## src/rtl/entrada_tempo.sv

```systemverilog
// Keypad front end for the microwave min / dez_seg / seg down-counter chain:
// collects BCD digits, loads the counters and sequences start / pause / cancel.
module entrada_tempo #(
    parameter int unsigned DSEG_MAX  = 5,
    parameter int unsigned DIGIT_MAX = 9
) (
    input  logic       clk,
    input  logic       clearn,
    input  logic       key_valid,
    input  logic [3:0] key_code,
    input  logic       start,
    input  logic       stop,
    input  logic       clear_entry,
    input  logic       time_zero,
    output logic [3:0] data_min,
    output logic [3:0] data_dseg,
    output logic [3:0] data_seg,
    output logic       load,
    output logic       en,
    output logic       busy,
    output logic       done
);

    typedef enum logic [2:0] {
        ST_ENTRY,
        ST_LOAD,
        ST_RUN,
        ST_PAUSE,
        ST_FINISH
    } state_t;

    localparam logic [3:0] DSEG_MAX_C  = DSEG_MAX[3:0];
    localparam logic [3:0] DIGIT_MAX_C = DIGIT_MAX[3:0];

    state_t     state_q, state_d;
    logic [3:0] min_q, min_d;
    logic [3:0] dseg_q, dseg_d;
    logic [3:0] seg_q, seg_d;
    logic       any_digit;

    assign any_digit = (min_q != 4'd0) || (dseg_q != 4'd0) || (seg_q != 4'd0);

    // NOTE: every always_comb output gets a default first so no path infers a latch.
    always_comb begin
        state_d = state_q;
        min_d   = min_q;
        dseg_d  = dseg_q;
        seg_d   = seg_q;

        unique case (state_q)
            ST_ENTRY: begin
                if (clear_entry) begin
                    min_d  = 4'd0;
                    dseg_d = 4'd0;
                    seg_d  = 4'd0;
                end else if (start) begin
                    if (any_digit) begin
                        if (dseg_q > DSEG_MAX_C) dseg_d = DSEG_MAX_C;
                        state_d = ST_LOAD;
                    end
                end else if (key_valid && (key_code <= DIGIT_MAX_C)) begin
                    min_d  = dseg_q;
                    dseg_d = seg_q;
                    seg_d  = key_code;
                end
            end
            ST_LOAD: state_d = ST_RUN;
            ST_RUN: begin
                // Reaching 0:00 outranks a pause request in the same cycle.
                if (time_zero)  state_d = ST_FINISH;
                else if (stop)  state_d = ST_PAUSE;
            end
            ST_PAUSE: begin
                if (stop) begin
                    min_d   = 4'd0;
                    dseg_d  = 4'd0;
                    seg_d   = 4'd0;
                    state_d = ST_ENTRY;
                end else if (start) begin
                    state_d = ST_RUN;
                end
            end
            ST_FINISH: begin
                min_d   = 4'd0;
                dseg_d  = 4'd0;
                seg_d   = 4'd0;
                state_d = ST_ENTRY;
            end
            default: state_d = ST_ENTRY;
        endcase
    end

    // NOTE: sequential state uses non-blocking assignments so all registers update together.
    always_ff @(posedge clk) begin
        if (!clearn) begin
            state_q <= ST_ENTRY;
            min_q   <= 4'd0;
            dseg_q  <= 4'd0;
            seg_q   <= 4'd0;
        end else begin
            state_q <= state_d;
            min_q   <= min_d;
            dseg_q  <= dseg_d;
            seg_q   <= seg_d;
        end
    end

    assign data_min  = min_q;
    assign data_dseg = dseg_q;
    assign data_seg  = seg_q;
    assign load      = (state_q != ST_LOAD);
    // Gated by time_zero combinationally so the chain never wraps past 0:00.
    assign en        = (state_q == ST_RUN) && !time_zero;
    assign busy      = (state_q != ST_ENTRY);
    assign done      = (state_q == ST_FINISH);

endmodule

```

## config.mk

```make
export PLATFORM = sky130hd
export DESIGN_NAME = entrada_tempo
export DESIGN_NICKNAME = d
export VERILOG_FILES = /design/src/rtl/entrada_tempo.sv
export SDC_FILE = /design/constraint.sdc
export NUM_CORES = 1
export LEC_CHECK = 0
export CORE_UTILIZATION = 25
export CTS_CLUSTER_DIAMETER = 30
export CTS_CLUSTER_SIZE = 12
export DETAILED_ROUTE_END_ITERATION = 8
export SYNTH_ARGS = -nofsm -noshare
export SYNTH_HDL_FRONTEND = slang
export SYNTH_SLANG_ARGS = --single-unit
```

## constraint.sdc

```tcl
create_clock -name clk -period 1.7 [get_ports clk]
set_input_delay 0.34 -clock clk [delete_from_list [all_inputs] [get_ports clk]]
set_output_delay 0.34 -clock clk [all_outputs]
set_load 0.02 [all_outputs]
```

==> out/results.txt, run 1 <==
number of detailed-route iterations in the first pass -> 6
Worst Tran Pin Value -> 469.5 ps
vias in the first global route -> 817
Bufs on Longest Clock Path -> 2
Max transition margin -> 68.51%
violations in the final reports -> DRC, setup timing
Area Growth Syn to Fin -> 58.41%
post-route ant nets -> 0
dpl cells -> 155
sequential-to-total area share from yosys stat -> 38.83%
CTS tree -> built
die area -> 3319 sq um
die width -> 57.62 um
RSZ-0062 raised after global routing -> yes
clk_skew -> 2.185 ps
gr usage total -> 15.66%
DRT iter0 DRCs -> 27
Post-Syn Area per Cell -> 8.991 sq um
Worst-path clk slew -> 90 ps
period utilisation layout -> 101.0%
ranking of synthesized cells by area -> dfxtp_1 39%, a32o_1 10%, nor2_1 3.9%
Cell Rows -> 19
Core ar. -> 2853 sq um
Initial Utilization -> 27.11%
Post-layout nets -> 143
clock root cell -> clkbuf_4
hold crit path type -> reg2reg
DR vias/cell -> 5.407
PnR worst setup slack -> -16.79 ps
Yosys cell types -> 30
Period minus WS final -> 1717 ps
fin. max-slew vios -> 0
Routed Wire Length -> 2341 um
Req. time, crit path -> 1920 ps
cell taking the most area after synthesis -> dfxtp_1
hold slack -> 536.6 ps
drt drc -> 2
input/output buffers -> 26
status -> complete, but fails checks
# H-tree levels -> 1
Ys Warns -> 0
Setup crit end kind -> flip-flop
post-synth top area share -> 38.83%
post-DP HPWL -> 1683 um
# IOs -> 27
Max Fanout on Critical Path -> 6
first-pass GRT wire length -> 4002 um
Hold Vio Cnt, Final -> 0
clock sink count -> 15
critical path class -> reg2reg
Antenna diodes -> 0
final instance area -> 1225 sq um
fmax -> 0.5825 GHz
TritonCTS buffer count -> 3
crit path DAT -> 1940 ps
Synth Instances -> 86
layout cells sized above 1 -> 27.48%
CP startpoint kind -> flip-flop
gr ovfl total -> 0
Lkg Pwr -> 0.5282 nW
Peak VDD IR -> 0.3147 mV
routability-driven placement congestion ratio -> 0.7942
post-placement cell area -> 1181 sq um
hold bufs inserted after CTS -> 0
P per Cell Area -> 707.4 nW/um^2
number of max-cap violations -> 0
largest net degree at the start of global routing -> 18
Yosys reg bits -> 15
total number of vias -> 876
Die Ht -> 57.62 um
worst skew pair latency -> 290 ps
wire per inst -> 14.45 um
Post-Synthesis Net Count -> 97
Setup violations, final -> 2
Post-Synthesis Cell Area -> 773.2 sq um
initial antenna violation count -> 0
Post-Layout Cell Count -> 162
## what timing repair did
| action | 4_1_cts | 5_1_grt |
|---|---|---|
| gates cloned | 0 | 1 |
| pin swaps | 4 | 4 |
| setup endpoints to repair | 19 | 18 |
| buffers inserted | 1 | 1 |
| resized for setup | 15 | 12 |
## cells in the final DEF, fill, tap and decap left out, types with 2 or more instances in the layout
cell type        Yosys  final
buf_4                1     19
clkdlybuf4s50_1      0     16
dfxtp_1             15     14
a32o_1               8      8
nor2_1               8      7
nand2b_1             4      4
nand4_1              4      4
dlygate4sd2_1        0      4
o21ai_0              4      3
nand4b_1             3      3
nand2_1              3      3
nor3_1               3      3
nor4_1               3      3
clkbuf_4             0      3
clkbuf_2             0      3
a211oi_1             2      2
and4b_1              2      2
nand3_1              2      2
or4_1                2      2
o211ai_1             2      2
a21oi_1              2      2
a31oi_1              2      2
buf_2                0      2
dlymetal6s2s_1       0      2
## worst paths after layout
path         slack [ps]  cells past startpoint                         to                startpoint
max                 -20                      4  data_dseg[0]$_SDFFE_PN0P_   state_q[0]$_SDFFE_PN0P_
min                 540                      1   data_min[1]$_SDFFE_PN0P_  data_min[1]$_SDFFE_PN0P_
max reg2reg         -20                      4  data_dseg[0]$_SDFFE_PN0P_   state_q[0]$_SDFFE_PN0P_
min reg2reg         540                      1   data_min[1]$_SDFFE_PN0P_  data_min[1]$_SDFFE_PN0P_
## power breakdown
part / total, W / internal [W] / switching (W)
Sequential: 0.000386 / 0.000367 / 0.0000195
Clock: 0.000208 / 0.0000874 / 0.000120
Combinational: 0.000273 / 0.000134 / 0.000139
## metrics by stage
step	setup TNS, ps	total power (W)	utilization (%)	setup slack, ps
after CTS	-152.3	0.0008674	42.59	-85.05
final	-31.54	0.0008665	42.94	-16.79
after detailed placement	-4297	0.0006598	41.40	-400.1
after floorplan	0	0.0005267	-	26.67
after global routing	-140.2	0.0009148	42.94	-79.67
after global placement	-4256	0.0006574	41.40	-373.4
## final cells by class
| cell class | count | area (sq um) |
|---|---|---|
| inverter | 1 | 3.754 |
| clock buffer | 3 | 22.52 |
| timing repair buffer | 47 | 399.1 |
| clock inverter | 1 | 5.005 |
| fill | 286 | 1628 |
| tap | 31 | 38.79 |
| multi-input combinational | 64 | 451.7 |
| sequential | 15 | 304.0 |
## worst max-delay path, stage by stage (launching register included)
cell and delay, ps:
dfxtp_4 370, or4b_4 540, or2_1 240, or4_1 410
o211ai_1 90
## cell families (layout without fill, tap and decap cells)
logic type	after synthesis	count (layout)	synth area share, %
flip-flops	15	15	38.84
buffers and inverters	7	52	3.884
AO/OA/AOI/OAI	22	22	21.84
AND/OR/NAND/NOR	42	42	35.44
## flip-flops by register name, summed over array words and instances, names as in the netlist
| register | cells |
|---|---|
| state_q | 3 |
| data_min | 4 |
| data_dseg | 4 |
| data_seg | 4 |
## cells in the mapped netlist (all sizes together)
cell    count
a211oi      2
a21oi       2
a311oi      1
a31oi       2
a32o        8
and2        1
and4b       2
buf         1
clkbuf      5
dfxtp      15
inv         1
nand2       3
nand2b      4
nand3       2
nand4       4
nand4b      3
nor2        8
nor3        3
nor4        4
nor4b       1
o211ai      2
o21a        1
o21ai       4
or2         2
or3         1
or3b        1
or4         2
or4b        1
## routing by layer
layer / global-route usage, % / part of all wire [%] / up-vias
li1: - / - / 437
met3: 4.018 / 4.1 / 2
met1: 21.39 / 51 / 416
met4: 4.530 / 0.64 / 0
met2: 24.42 / 45 / 21
met5: 0 / 0 / -
No activity file was read; power rests on OpenSTA's default activity.
==> run 2: changes to the inputs <==
--- a/config.mk
+++ b/config.mk
@@ -5,6 +5,7 @@
 export SDC_FILE = /design/constraint.sdc
 export NUM_CORES = 1
 export LEC_CHECK = 0
+export CAP_MARGIN = 10
 export CORE_UTILIZATION = 25
 export CTS_CLUSTER_DIAMETER = 30
 export CTS_CLUSTER_SIZE = 12
==> constraint.sdc (replaced) <==
create_clock -name clk -period 1.7 [get_ports clk]
set_input_delay 0.34 -clock clk [delete_from_list [all_inputs] [get_ports clk]]
set_output_delay 0.34 -clock clk [all_outputs]
set_load 0.005 [all_outputs]
==> run 2 against run 1 <==
Global-route usage is 1.3 points lower. Largest power group unchanged. Setup slack worse by 67 ps. Clock skew is 5.7 ps higher. Critical path type unchanged. The run still ends with DRC, setup timing left.
==> out/results.txt, run 2 (synthesis gave the netlist of run 1 again) <==
Setup crit end kind -> flip-flop
Routed Wire Length -> 2279 um
TritonCTS buffer count -> 3
Peak VDD IR -> 0.2664 mV
violations in the final reports -> DRC, setup timing
Period minus WS final -> 1784 ps
Hold Path Cell Cnt -> 2
status -> complete, but fails checks
Max Fanout on Critical Path -> 3
critical hold path startpoint -> data_seg[1]$_SDFFE_PN0P_
Hold Vio Cnt, Final -> 0
number of detailed-route iterations in the first pass -> 6
Req. time, crit path -> 1910 ps
Lkg Pwr -> 0.4875 nW
gr usage total -> 14.35%
PnR worst setup slack -> -83.60 ps
vias in the first global route -> 809
Cell Rows -> 19
CTS tree -> built
fin. max-slew vios -> 0
clock sink count -> 15
r2r setup slk -> -80 ps
DRT iter0 DRCs -> 29
wire per inst -> 14.24 um
die width -> 57.62 um
Setup violations, final -> 11
crit path DAT -> 1990 ps
number of max-cap violations -> 0
post-route ant nets -> 0
hold crit path type -> reg2reg
Initial Utilization -> 27.11%
worst reg2reg path endpoint -> data_dseg[0]$_SDFFE_PN0P_
Post-layout nets -> 141
fill cell total of the finished layout -> 274
DR vias/cell -> 5.338
most frequent cells in the layout -> 21 x clkdlybuf4s50_1, 17 x buf_4, 13 x dfxtp_1, 8 x a32o_1, 7 x nor2_1
hold bufs inserted after CTS -> 0
largest net degree at the start of global routing -> 18
routability-driven placement congestion ratio -> 0.7761
# H-tree levels -> 1
Worst Tran Pin Value -> 505.3 ps
Die Ht -> 57.62 um
fmax -> 0.5607 GHz
total number of vias -> 854
R2R depth -> 5
clock root cell -> clkbuf_4
critical path class -> reg2reg
layout cells sized above 1 -> 26.36%
worst skew pair latency -> 290 ps
initial antenna violation count -> 0
Core ar. -> 2853 sq um
period utilisation layout -> 104.9%
drt drc -> 2
hold slack -> 529.1 ps
Max transition margin -> 66.19%
post-DP HPWL -> 1666 um
Area Growth Syn to Fin -> 58.25%
most common cell after layout, fill and taps aside -> clkdlybuf4s50_1
input/output buffers -> 26
Tot Pwr -> 0.0008570 W
multi-input logic area -> 451.7 sq um
# IOs -> 27
Bufs on Longest Clock Path -> 2
P per Cell Area -> 700.4 nW/um^2
die area -> 3319 sq um
Antenna diodes -> 0
WHS Endpoint -> data_dseg[1]$_SDFFE_PN0P_
gr ovfl total -> 0
worst reg2reg path startpoint -> state_q[0]$_SDFFE_PN0P_
Worst-path clk slew -> 100 ps
first-pass GRT wire length -> 3684 um
RSZ-0062 raised after global routing -> yes
CP startpoint kind -> flip-flop
register area -> 305.3 sq um
clk_skew -> 7.931 ps
[run 2: cell count changes in the layout (fill, tap and decap cells not counted), sizes merged]
cell | before | now
clkdlybuf4s50 | 16 | 21
dlygate4sd2 | 4 | 1
buf | 22 | 20
clkbuf | 6 | 5
dlymetal6s2s | 2 | 1
[run 2: what timing repair did]
item / 4_1_cts / 5_1_grt
resized for setup: 14 / 5
setup endpoints to repair: 16 / 16
pin swaps: 3 / 3
buffers inserted: 4 / 0
[run 2: final cells by class]
class	count	share of cell area (%)
multi-input combinational	64	36.91
timing repair buffer	45	32.41
sequential	15	24.95
tap	31	3.170
clock buffer	3	1.840
clock inverter	1	0.4090
inverter	1	0.3067
[run 2: how the worst max path moves through the flow]
| stage | start | endpoint | depth (start not counted) |
|---|---|---|---|
| 2_1_floorplan | clearn | data_dseg[0]$_SDFFE_PN0P_ | 5 |
| 3_3_place_gp | clearn | data_dseg[0]$_SDFFE_PN0P_ | 5 |
| 3_5_place_dp | clearn | data_dseg[2]$_SDFFE_PN0P_ | 5 |
| 4_1_cts | state_q[0]$_SDFFE_PN0P_ | data_dseg[0]$_SDFFE_PN0P_ | 5 |
| 5_1_grt | state_q[0]$_SDFFE_PN0P_ | data_dseg[0]$_SDFFE_PN0P_ | 5 |
| 6_report | state_q[0]$_SDFFE_PN0P_ | data_dseg[0]$_SDFFE_PN0P_ | 5 |
[run 2: per-stage QoR]
step	TNS, ps	worst slack (ps)	cell area [sq um]	cells	utilization, %
4_1_cts	-468.2	-137.6	1222	160	42.85
3_5_place_dp	-4088	-386.0	1159	152	40.61
3_3_place_gp	-4054	-373.6	1159	152	40.61
6_report	-278.6	-83.60	1224	160	42.89
5_1_grt	-728.4	-130.9	1224	160	42.89
2_1_floorplan	0	26.71	777.0	86	-
[run 2: power breakdown]
part | total [W] | internal, W | switching, W
logic | 0.000258 | 0.000141 | 0.000118
clock network | 0.000214 | 0.0000872 | 0.000127
registers | 0.000385 | 0.000367 | 0.0000183
[run 2: routing by layer]
| metal | wire length, um | global-route usage [%] |
|---|---|---|
| met5 | 0 | 0 |
| met4 | 15 | 6.272 |
| met3 | 108 | 3.348 |
| met2 | 1079 | 23.09 |
| met1 | 1075 | 18.36 |
[run 2: critical path, stage by stage (launching register included)]
cell and delay, ps:
dfxtp_4 370, buf_6 110, or4b_4 510, or2_0 240, or4_1 390, o211ai_1 90
==> run 3: changes to the inputs <==
==> constraint.sdc (replaced) <==
create_clock -name clk -period 1.6 [get_ports clk]
set_input_delay 0.32 -clock clk [delete_from_list [all_inputs] [get_ports clk]]
set_output_delay 0.32 -clock clk [all_outputs]
set_load 0.005 [all_outputs]
==> run 3 against run 2 <==
The flow still finishes with violations (DRC, setup timing). Register-to-register slack lost 60 ps. Setup slack lost 58 ps. Sequential power grew 6.0%. Sequential cell count is the same. Worst hold slack lost 26 ps. Final area grew 8.8%. Clock skew shrank 6.3 ps. Clock power grew 5%. Critical endpoint is now data_dseg[2]$_SDFFE_PN0P_. Largest cell class unchanged. Highest routed layer unchanged.
==> out/results.txt, run 3 (synthesis gave the netlist of run 1 again) <==
Tot Pwr -> 0.0009676 W
PnR worst setup slack -> -141.6 ps
Period minus WS final -> 1742 ps
die width -> 57.62 um
R2R depth -> 5
wire per inst -> 15.12 um
clock sink count -> 15
r2r setup slk -> -140 ps
setup TNS -> -596.2 ps
drt drc -> 2
Core ar. -> 2853 sq um
Die Ht -> 57.62 um
Cell Rows -> 19
routability-driven placement congestion ratio -> 0.7901
WHS Endpoint -> data_dseg[1]$_SDFFE_PN0P_
Initial Utilization -> 27.11%
fin. max-slew vios -> 0
switching power -> 0.0003014 W
DR vias/cell -> 5.406
vias in the first global route -> 847
worst skew pair latency -> 290 ps
Hold Path Cell Cnt -> 2
P per Cell Area -> 726.8 nW/um^2
first-pass GRT wire length -> 3919 um
worst reg2reg path startpoint -> state_q[0]$_SDFFE_PN0P_
critical path class -> reg2reg
hold slack -> 503.2 ps
post-DP HPWL -> 1742 um
most frequent cells in the layout -> 21 x clkdlybuf4s50_1, 19 x buf_4, 9 x dfxtp_2, 8 x a32o_1
combinational share of power -> 34.6%
number of detailed-route iterations in the first pass -> 6
violations in the final reports -> DRC, setup timing
final instance area -> 1331 sq um
part of the power in registers -> 42.2%
Setup violations, final -> 14
die area -> 3319 sq um
Area Growth Syn to Fin -> 72.17%
clock share of power -> 23.2%
Pint -> 0.0006662 W
DRT iter0 DRCs -> 31
Setup crit end kind -> flip-flop
sw frac -> 31.15%
Post-layout nets -> 146
most common cell after layout, fill and taps aside -> clkdlybuf4s50_1
crit path DAT -> 1960 ps
CP startpoint kind -> flip-flop
input/output buffers -> 26
DP Worst Slack -> -466.4 ps
post-route ant nets -> 0
critical hold path startpoint -> data_seg[1]$_SDFFE_PN0P_
Lkg Pwr -> 0.5418 nW
hold crit path type -> reg2reg
layout cells sized above 1 -> 41.04%
gr usage total -> 15.23%
Worst-path clk slew -> 100 ps
post-placement cell area -> 1189 sq um
Hold Vio Cnt, Final -> 0
number of max-cap violations -> 0
gr ovfl total -> 0
TritonCTS buffer count -> 3
Peak VDD IR -> 0.4300 mV
Routed Wire Length -> 2494 um
Bufs on Longest Clock Path -> 2
RSZ-0062 raised after global routing -> yes
fmax -> 0.5742 GHz
period utilisation layout -> 108.9%
# IOs -> 27
largest net degree at the start of global routing -> 18
worst reg2reg path endpoint -> data_dseg[2]$_SDFFE_PN0P_
initial antenna violation count -> 0
Worst Tran Pin Value -> 476.6 ps
hold bufs inserted after CTS -> 0
Antenna diodes -> 0
Max transition margin -> 68.03%
CTS tree -> built
Max Fanout on Critical Path -> 2
clock root cell -> clkbuf_4
clk_skew -> 1.632 ps
# H-tree levels -> 1
total number of vias -> 892
status -> complete, but fails checks
Req. time, crit path -> 1810 ps
run 3: cell count changes in the layout (fill, tap and decap cells not counted), sizes merged:
cell and change:
buf +7, dlymetal6s2s -1, clkbuf -1
run 3: power groups by stage:
| stage | registers (W) | logic, W | clock network, W |
|---|---|---|---|
| after floorplan | 0.000409 | 0.000128 | 0 |
| after global placement | 0.000416 | 0.000262 | 0 |
| after detailed placement | 0.000416 | 0.000269 | 0 |
| after CTS | 0.000407 | 0.000293 | 0.000232 |
| after global routing | 0.000411 | 0.000362 | 0.000252 |
| final | 0.000408 | 0.000335 | 0.000224 |
run 3: worst max-delay path, stage by stage (launching register included):
cell and delay, ps:
dfxtp_2 340, buf_6 110, or4b_4 510, or2_0 220
or4_1 410, o211ai_1 90
run 3: final cells by class:
class                           instances  area [sq um]
Inverter                                1         3.754
Fill cell                             273          1521
Tap cell                               31         38.79
Clock inverter                          1         5.005
Clock buffer                            3         22.52
Timing Repair Buffer                   50         437.9
Multi-Input combinational cell         64         511.7
Sequential cell                        15         311.5
run 3: worst max-delay path by stage:
stage,from,end,depth (start not counted)
2_1_floorplan,clearn,data_dseg[0]$_SDFFE_PN0P_,5
3_3_place_gp,clearn,data_dseg[0]$_SDFFE_PN0P_,5
3_5_place_dp,clearn,data_dseg[0]$_SDFFE_PN0P_,5
4_1_cts,state_q[0]$_SDFFE_PN0P_,data_dseg[0]$_SDFFE_PN0P_,5
5_1_grt,state_q[0]$_SDFFE_PN0P_,data_dseg[0]$_SDFFE_PN0P_,5
6_report,state_q[0]$_SDFFE_PN0P_,data_dseg[2]$_SDFFE_PN0P_,5
run 3: stage by stage:
stage | util (%) | std cells
after floorplan | - | 86
after global placement | 41.67 | 156
after detailed placement | 41.67 | 156
after CTS | 44.74 | 163
after global routing | 46.67 | 165
final | 46.67 | 165
run 3: what timing repair did:
item                                    4_1_cts  5_1_grt
endpoints found under the setup margin       18       19
cloned                                        1        0
gates resized for setup                      34       14
buffers inserted                              2        2
pin swaps                                     4        5
run 3: metal layers:
metal	GRT usage, %	vias to the layer above	routed length, um
met5	0	-	0
met4	2.091	0	14
met3	4.241	2	111
met2	27.41	25	1244
met1	18.45	424	1124
li1	-	441	-
